`config.mk`:
```
export PLATFORM = sky130hd
export DESIGN_NAME = l1_mem_arbiter
export DESIGN_NICKNAME = d
export VERILOG_FILES = /design/src/rtl/l1_mem_arbiter.sv
export SDC_FILE = /design/constraint.sdc
export NUM_CORES = 1
export LEC_CHECK = 0
export CAP_MARGIN = 40
export CORE_AREA = 10 10 528 530
export CTS_BUF_LIST = sky130_fd_sc_hd__clkbuf_16
export DETAILED_ROUTE_END_ITERATION = 7
export DIE_AREA = 0 0 538 540
export GPL_TIMING_DRIVEN = 0
export SLEW_MARGIN = 10
export SYNTH_ARGS = -nofsm -noshare
export SYNTH_HDL_FRONTEND = slang
export SYNTH_SLANG_ARGS = --single-unit
```
`constraint.sdc`:
```
create_clock -name clk -period 2.3 [get_ports clk]
set_input_delay 0.575 -clock clk [delete_from_list [all_inputs] [get_ports clk]]
set_output_delay 0.575 -clock clk [all_outputs]
set_load 0.005 [all_outputs]
```
`src/rtl/l1_mem_arbiter.sv`:
```
// Arbitrates the shared memory/L2 port between icache refills (requester 0) and
// dcache refills/writebacks (requester 1), one transaction outstanding at a time.
module l1_mem_arbiter #(
    parameter int ADDR_WIDTH = 32,
    parameter int LINE_WIDTH = 256
) (
    input  logic                  clk,
    input  logic                  reset,

    input  logic                  ic_req_valid_i,
    output logic                  ic_req_ready_o,
    input  logic [ADDR_WIDTH-1:0] ic_req_addr_i,
    input  logic                  ic_kill_i,
    output logic                  ic_resp_valid_o,
    input  logic                  ic_resp_ready_i,
    output logic [LINE_WIDTH-1:0] ic_resp_data_o,

    input  logic                  dc_req_valid_i,
    output logic                  dc_req_ready_o,
    input  logic [ADDR_WIDTH-1:0] dc_req_addr_i,
    input  logic                  dc_req_we_i,
    input  logic [LINE_WIDTH-1:0] dc_req_wdata_i,
    output logic                  dc_resp_valid_o,
    input  logic                  dc_resp_ready_i,
    output logic [LINE_WIDTH-1:0] dc_resp_data_o,

    output logic                  mem_req_valid_o,
    input  logic                  mem_req_ready_i,
    output logic [ADDR_WIDTH-1:0] mem_req_addr_o,
    output logic                  mem_req_we_o,
    output logic [LINE_WIDTH-1:0] mem_req_wdata_o,
    input  logic                  mem_resp_valid_i,
    output logic                  mem_resp_ready_o,
    input  logic [LINE_WIDTH-1:0] mem_resp_data_i
);

    localparam logic [1:0] IDLE  = 2'd0;
    localparam logic [1:0] REQ   = 2'd1;
    localparam logic [1:0] WAIT  = 2'd2;
    localparam logic [1:0] DRAIN = 2'd3;

    logic [1:0]            state_reg, state_next;
    logic                  owner_reg, owner_next;
    logic                  rr_last_reg, rr_last_next;
    logic                  killed_reg, killed_next;
    logic [ADDR_WIDTH-1:0] addr_reg, addr_next;
    logic                  we_reg, we_next;
    logic [LINE_WIDTH-1:0] wdata_reg, wdata_next;

    logic                  ic_eligible;
    logic                  grant_ic;
    logic                  grant_dc;
    logic                  ic_kill_owned;
    logic                  wait_kill;
    logic [1:0]            resp_ready_vec;
    logic [1:0]            resp_valid_vec;
    logic [LINE_WIDTH-1:0] resp_data_vec [2];

    // A killed icache request in the same cycle never wins; rr_last=1 favours icache.
    assign ic_eligible   = ic_req_valid_i && !ic_kill_i;
    assign grant_ic      = (state_reg == IDLE) && !reset && ic_eligible
                           && (!dc_req_valid_i || rr_last_reg);
    assign grant_dc      = (state_reg == IDLE) && !reset && dc_req_valid_i
                           && (!ic_eligible || !rr_last_reg);
    assign ic_kill_owned = ic_kill_i && !owner_reg;
    assign wait_kill     = (state_reg == WAIT) && ic_kill_owned;

    assign resp_ready_vec = {dc_resp_ready_i, ic_resp_ready_i};

    generate
        for (genvar gi = 0; gi < 2; gi++) begin : g_route
            assign resp_valid_vec[gi] = (state_reg == WAIT) && (owner_reg == 1'(gi))
                                        && mem_resp_valid_i && !wait_kill;
            assign resp_data_vec[gi]  = ((state_reg == WAIT) && (owner_reg == 1'(gi)))
                                        ? mem_resp_data_i : '0;
        end
    endgenerate

    assign ic_req_ready_o  = grant_ic;
    assign dc_req_ready_o  = grant_dc;
    assign ic_resp_valid_o = resp_valid_vec[0];
    assign dc_resp_valid_o = resp_valid_vec[1];
    assign ic_resp_data_o  = resp_data_vec[0];
    assign dc_resp_data_o  = resp_data_vec[1];

    assign mem_req_valid_o = (state_reg == REQ);
    assign mem_req_addr_o  = addr_reg;
    assign mem_req_we_o    = we_reg;
    assign mem_req_wdata_o = wdata_reg;

    // In the kill cycle the response is left pending so DRAIN is the one that swallows it.
    always_comb begin
        mem_resp_ready_o = 1'b0;
        if (state_reg == WAIT) begin
            mem_resp_ready_o = !wait_kill && resp_ready_vec[owner_reg];
        end else if (state_reg == DRAIN) begin
            mem_resp_ready_o = 1'b1;
        end
    end

    always_comb begin
        state_next   = state_reg;
        owner_next   = owner_reg;
        rr_last_next = rr_last_reg;
        killed_next  = killed_reg;
        addr_next    = addr_reg;
        we_next      = we_reg;
        wdata_next   = wdata_reg;
        case (state_reg)
            IDLE: begin
                if (grant_ic) begin
                    owner_next   = 1'b0;
                    rr_last_next = 1'b0;
                    killed_next  = 1'b0;
                    addr_next    = ic_req_addr_i;
                    we_next      = 1'b0;
                    wdata_next   = '0;
                    state_next   = REQ;
                end else if (grant_dc) begin
                    owner_next   = 1'b1;
                    rr_last_next = 1'b1;
                    killed_next  = 1'b0;
                    addr_next    = dc_req_addr_i;
                    we_next      = dc_req_we_i;
                    wdata_next   = dc_req_wdata_i;
                    state_next   = REQ;
                end
            end
            REQ: begin
                killed_next = killed_reg || ic_kill_owned;
                if (mem_req_ready_i) begin
                    state_next = (killed_reg || ic_kill_owned) ? DRAIN : WAIT;
                end
            end
            WAIT: begin
                if (wait_kill) begin
                    state_next = DRAIN;
                end else if (mem_resp_valid_i && mem_resp_ready_o) begin
                    state_next = IDLE;
                end
            end
            default: begin
                if (mem_resp_valid_i) begin
                    state_next = IDLE;
                end
            end
        endcase
    end

    always_ff @(posedge clk) begin
        if (reset) begin
            state_reg   <= IDLE;
            owner_reg   <= 1'b0;
            rr_last_reg <= 1'b1;
            killed_reg  <= 1'b0;
            addr_reg    <= '0;
            we_reg      <= 1'b0;
            wdata_reg   <= '0;
        end else begin
            state_reg   <= state_next;
            owner_reg   <= owner_next;
            rr_last_reg <= rr_last_next;
            killed_reg  <= killed_next;
            addr_reg    <= addr_next;
            we_reg      <= we_next;
            wdata_reg   <= wdata_next;
        end
    end

endmodule

```
Yosys cells after proc, flatten, opt, wreduce, memory -nomap -nowiden
Index checks and enable logic that the tools add are counted.
{"block": "word_totals", "input_bits": 586, "ramBits": 0, "latch_bits": 0, "mem_bits_ro": 0, "memories": 0, "elab_cells": 73, "out_inout_bits": 807, "regBits": 294}
{"block": "classes", "n_mux": 25, "addsub": 0, "bitwise_logic": 1, "magnitude_cmp": 1, "reduce_logical": 33, "shifts": 0, "n_mul": 0, "n_div": 0, "eq_ne": 6}
{"cell": "$mux 256", "n": 4}
{"cell": "$mux 32", "n": 2}
{"cell": "$logic_and 1x1->1", "n": 16}
{"cell": "$mux 2", "n": 6}
{"cell": "$mux 1", "n": 11}
{"cell": "$logic_not 1->1", "n": 7}
{"cell": "$pmux 2 s3", "n": 1}
{"cell": "$eq 2x2->1 const B", "n": 2}
{"cell": "$reduce_and 2->1", "n": 2}
{"cell": "$reduce_and 4->1", "n": 1}
{"cell": "$reduce_bool 2->1", "n": 2}
{"cell": "$reduce_bool 4->1", "n": 1}
{"cell": "$logic_or 1x1->1", "n": 3}
{"cell": "$ne 3x2->1 const B", "n": 1}
{"cell": "$ne 3x3->1 const B", "n": 1}
{"cell": "$eq 2x1->1 const B", "n": 1}
{"cell": "$logic_not 2->1", "n": 1}
{"cell": "$lt 1x2->1 const B", "n": 1}
{"cell": "$ne 2x1->1 const B", "n": 1}
{"cell": "$pmux 1 s2", "n": 1}
{"cell": "$not 1->1", "n": 1}

Logic depth before layout (Yosys ltp)
{"block": "logic_depth", "ltp_word": 10, "mapped_depth": 9, "depth_no_buf": 5}

Worst setup path after synthesis
Ideal clock, no wire load.
{"block": "synth_path", "kind": "input-to-output", "startpoint": "input port reset", "endpoint": "output port dc_req_ready_o", "arrival_ns": 1.401, "stages": 6, "path_buffers": 3, "required_ns": 1.725, "path_slack_ns": 0.324, "cell_sequence": "buf_2 > nor3_4 > nand3_2 > inv_2 > buf_6 > buf_2"}
{"block": "synth_between", "elab_chain_cells": 4}
{"element": "from (decl)", "line": "8", "text": "input logic reset,"}
{"element": "$logic_not 1->1", "line": "63", "text": "assign grant_dc = (state_reg == IDLE) && !reset && dc_req_valid_i"}
{"element": "$logic_and 1x1->1 (2 in series)", "line": "63"}
{"element": "$logic_and 1x1->1", "line": "64", "text": "&& (!ic_eligible || !rr_last_reg);"}
{"element": "to (decl)", "line": "19", "text": "output logic dc_req_ready_o,"}
Every way passes these cells.

Final worst setup path
{"block": "layout_path", "startpoint": "register owner_reg", "endpoint": "output port ic_resp_data_o[206]"}
{"block": "layout_between", "elab_chain_cells": 3}
{"element": "from (decl)", "line": "43", "text": "logic owner_reg, owner_next;"}
{"element": "from (signal assigned)", "line": "161", "text": "owner_reg <= owner_next;"}
{"element": "$not 1->1", "line": "74", "text": "assign resp_data_vec[gi] = ((state_reg == WAIT) && (owner_reg == 1'(gi)))"}
{"element": "$logic_and 1x1->1", "line": "74"}
{"element": "$mux 256", "line": "75", "text": "? mem_resp_data_i : '0;"}
{"element": "to (decl)", "line": "16", "text": "output logic [LINE_WIDTH-1:0] ic_resp_data_o,"}
Every way passes these cells.

==> impl_metrics.env <==
export IMPL_status="complete, but fails checks"
export IMPL_violations="setup timing"
export IMPL_rows=190
export IMPL_gp_congestion=0.9777
export IMPL_grt_max_degree=13
export IMPL_vdd_drop_max_mv=0.5217
export IMPL_crit_path_start_kind="flip-flop"
export IMPL_drt_iter0_drc=1665
export IMPL_cts_tree="yes"
export IMPL_initial_core_util_pct=5.087
export IMPL_place_area_mm2=0.03237
export IMPL_cp_max_fo=6
export IMPL_final_antenna_net_count=0
export IMPL_portBuffers=1391
export IMPL_io_pins=1393
export IMPL_slew_viol_final=0
export IMPL_yosysTopAreaCell="dfxtp_1"
export IMPL_clock_skew_ns=0.05768
export IMPL_clk_pin_slew_worst_paths_ns=0.07
export IMPL_r2r_worst_path_cells=11
export IMPL_floorplan_die_area_mm2=0.2905
export IMPL_area_delta_synth_final_pct=177.7
export IMPL_root_buffer="clkbuf_16"
export IMPL_timing_rr_start="state_reg[0]"
export IMPL_via_count=20650
export IMPL_clock_latency_ns=0.65
export IMPL_largest_reg_flops=256
export IMPL_dr_pass1_iters=6
export IMPL_coreArea_mm2=0.2674
export IMPL_gr_usage_all_layers_pct=17.10
export IMPL_first_global_vias=20740
export IMPL_syn_inst=1642
export IMPL_layout_setup_ws_ns=-0.7531
export IMPL_fmax_mhz=327.5
export IMPL_cts_buffer_depth=3
export IMPL_total_leakage_power_nw=14.54
export IMPL_arrival_ns=2.48
export IMPL_pre_cts_slack_ns=-1.761
export IMPL_syn_num_nets=2228
export IMPL_synth_cell_types=29
export IMPL_final_cell_mix="clkdlybuf4s50_1, buf_6, and2_4"
export IMPL_hold_path_class="input pin to flip-flop"
export IMPL_die_width_um=538
export IMPL_critPathRequiredTime_ns=1.73
export IMPL_worstHoldStart="ic_kill_i"
export IMPL_fin_crit_ns=3.053
export IMPL_finalPower_w=0.01803
export IMPL_worstSetupEndpointType="output pin"
export IMPL_r2r_end="mem_req_addr_o[29]"
export IMPL_cap_violations=0
export IMPL_ys_ff_latch=294
export IMPL_hold_viol=0
export IMPL_cts_buffers_inserted=42
export IMPL_stdcell_area_mm2=0.03778
export IMPL_rsz0062_at_grt="yes"
export IMPL_grt_antenna_before_repair=137
export IMPL_synthTopCellsByArea="dfxtp_1, and2_1, a22oi_1"
export IMPL_seq_area_frac_synth_pct=43.26
export IMPL_die_y_um=540
export IMPL_synth_top_area_share_pct=43.26
export IMPL_holdPathStages=3
export IMPL_wl_per_cell_um=38.41
export IMPL_ctsHoldBuffers=0
export IMPL_rrSetupSlack_ns=-0.45
export IMPL_layout_commonest_cell="clkdlybuf4s50_1"
export IMPL_finalSetupViolCount=793
export IMPL_worstMarginPinSlew_ns=0.8035
export IMPL_drc_errors=0
export IMPL_hold_end="killed_reg"
export IMPL_yosysWarnings=0
export IMPL_pwr_density_cell_mw_per_mm2=477.3
export IMPL_grt_pass1_wl_um=308300
export IMPL_drt_total_wl_um=263500
export IMPL_clock_sink_count=294
export IMPL_grt_overflow_total=0
export IMPL_syn_cell_area_mm2=0.01360
export IMPL_relSlewSlack_pct=46.44
export IMPL_cts_htree_levels=2
export IMPL_num_nets_final=3829
export IMPL_via_per_inst=3.011
export IMPL_finalCritPeriodShare_pct=132.7
export IMPL_hpwl_um=240900
export IMPL_critPathKind="flip-flop to output pin"
export IMPL_synth_avg_cell_area_um2=8.285
export IMPL_drive_gt1_share_pct=36.19
==> per-stage QoR <==
step | setup TNS [ns] | util, % | instances | hold slack [ns]
finish | -325.64 | 14.13 | 6860 | 0.4543
global route | -421.82 | 14.11 | 6845 | 0.4694
CTS | -410.61 | 13.69 | 6793 | 0.4753
global placement | -1308.31 | 11.95 | 6585 | 0.4706
floorplan | 0 | - | 1642 | 0.4538
detailed placement | -786.46 | 12.10 | 6605 | 0.4740
==> cell families after synthesis <==
kind of cell | synth area share (%)
buf+inv | 5.665
simple gates | 34.16
compound gates | 16.84
mux | 0.07358
flops | 43.26
==> worst max-delay path: stages, from the launching register on <==
cell and delay, ns:
dfxtp_4 0.37, buf_6 0.12, nor3b_4 0.27, buf_12 0.22, buf_8 0.15, buf_8 0.10, buf_12 0.13, buf_12 0.12
and2_4 0.15, buf_6 0.13
==> synth_stat cells <==
library cell,instances
a21oi_1,4
nor3_4,1
a311oi_1,32
a311o_1,1
clkbuf_1,109
nand3_2,1
and2_1,513
a32oi_1,1
and3b_1,1
buf_4,4
nand2b_1,2
nand3_1,1
buf_8,1
buf_6,11
nand3b_1,1
a21boi_0,1
inv_1,4
o21ai_1,1
inv_2,1
mux2i_1,1
nor2_1,292
a22oi_1,258
buf_1,1
nand2_1,65
dfxtp_1,294
buf_2,34
nor2b_1,2
a211oi_1,3
nor3b_2,2
==> repair_timing <==
action | 4_1_cts | 5_1_grt
buffers inserted | 86 | 36
endpoints found under the setup margin | 1003 | 977
cloned | 26 | 11
pin swaps | 30 | 15
gates resized for setup | 2719 | 532
==> where the power goes <==
group / leakage (nW) / switching [W] / internal (W) / total (W)
clock network: 0.716 / 0.00295 / 0.00407 / 0.00702
registers: 2.39 / 0.000191 / 0.00535 / 0.00554
logic: 11.4 / 0.00283 / 0.00264 / 0.00547
==> per-layer routing <==
| metal | up-vias | share of wire (%) | track usage [%] |
|---|---|---|---|
| li1 | 8781 | - | - |
| met1 | 10170 | 39 | 19.76 |
| met2 | 1397 | 44 | 27.27 |
| met3 | 293 | 14 | 10.38 |
| met4 | 10 | 2.2 | 2.966 |
| met5 | - | 0.027 | 0 |
==> final cells by class <==
| cell class | instances | area [um^2] |
|---|---|---|
| repair buffers | 1563 | 16400 |
| well taps | 3552 | 4444 |
| clock inverters | 36 | 412.9 |
| multi-input cells | 1183 | 7885 |
| diodes | 31 | 77.57 |
| flip-flops and latches | 294 | 5892 |
| inverters | 5 | 25.02 |
| clock buffers | 42 | 1051 |
| fillers | 30370 | 229700 |
| plain buffers | 154 | 1589 |
==> worst max-delay path by stage <==
stage / to / start / slack [ns]
2_1_floorplan: dc_req_ready_o / reset / 0.32
3_3_place_gp: ic_resp_data_o[54] / state_reg[1] / -2.45
3_5_place_dp: dc_resp_data_o[96] / owner_reg / -1.76
4_1_cts: ic_resp_data_o[208] / owner_reg / -0.86
5_1_grt: ic_resp_data_o[208] / owner_reg / -0.82
6_report: ic_resp_data_o[206] / owner_reg / -0.75
No activity file was read; power rests on OpenSTA's default activity.
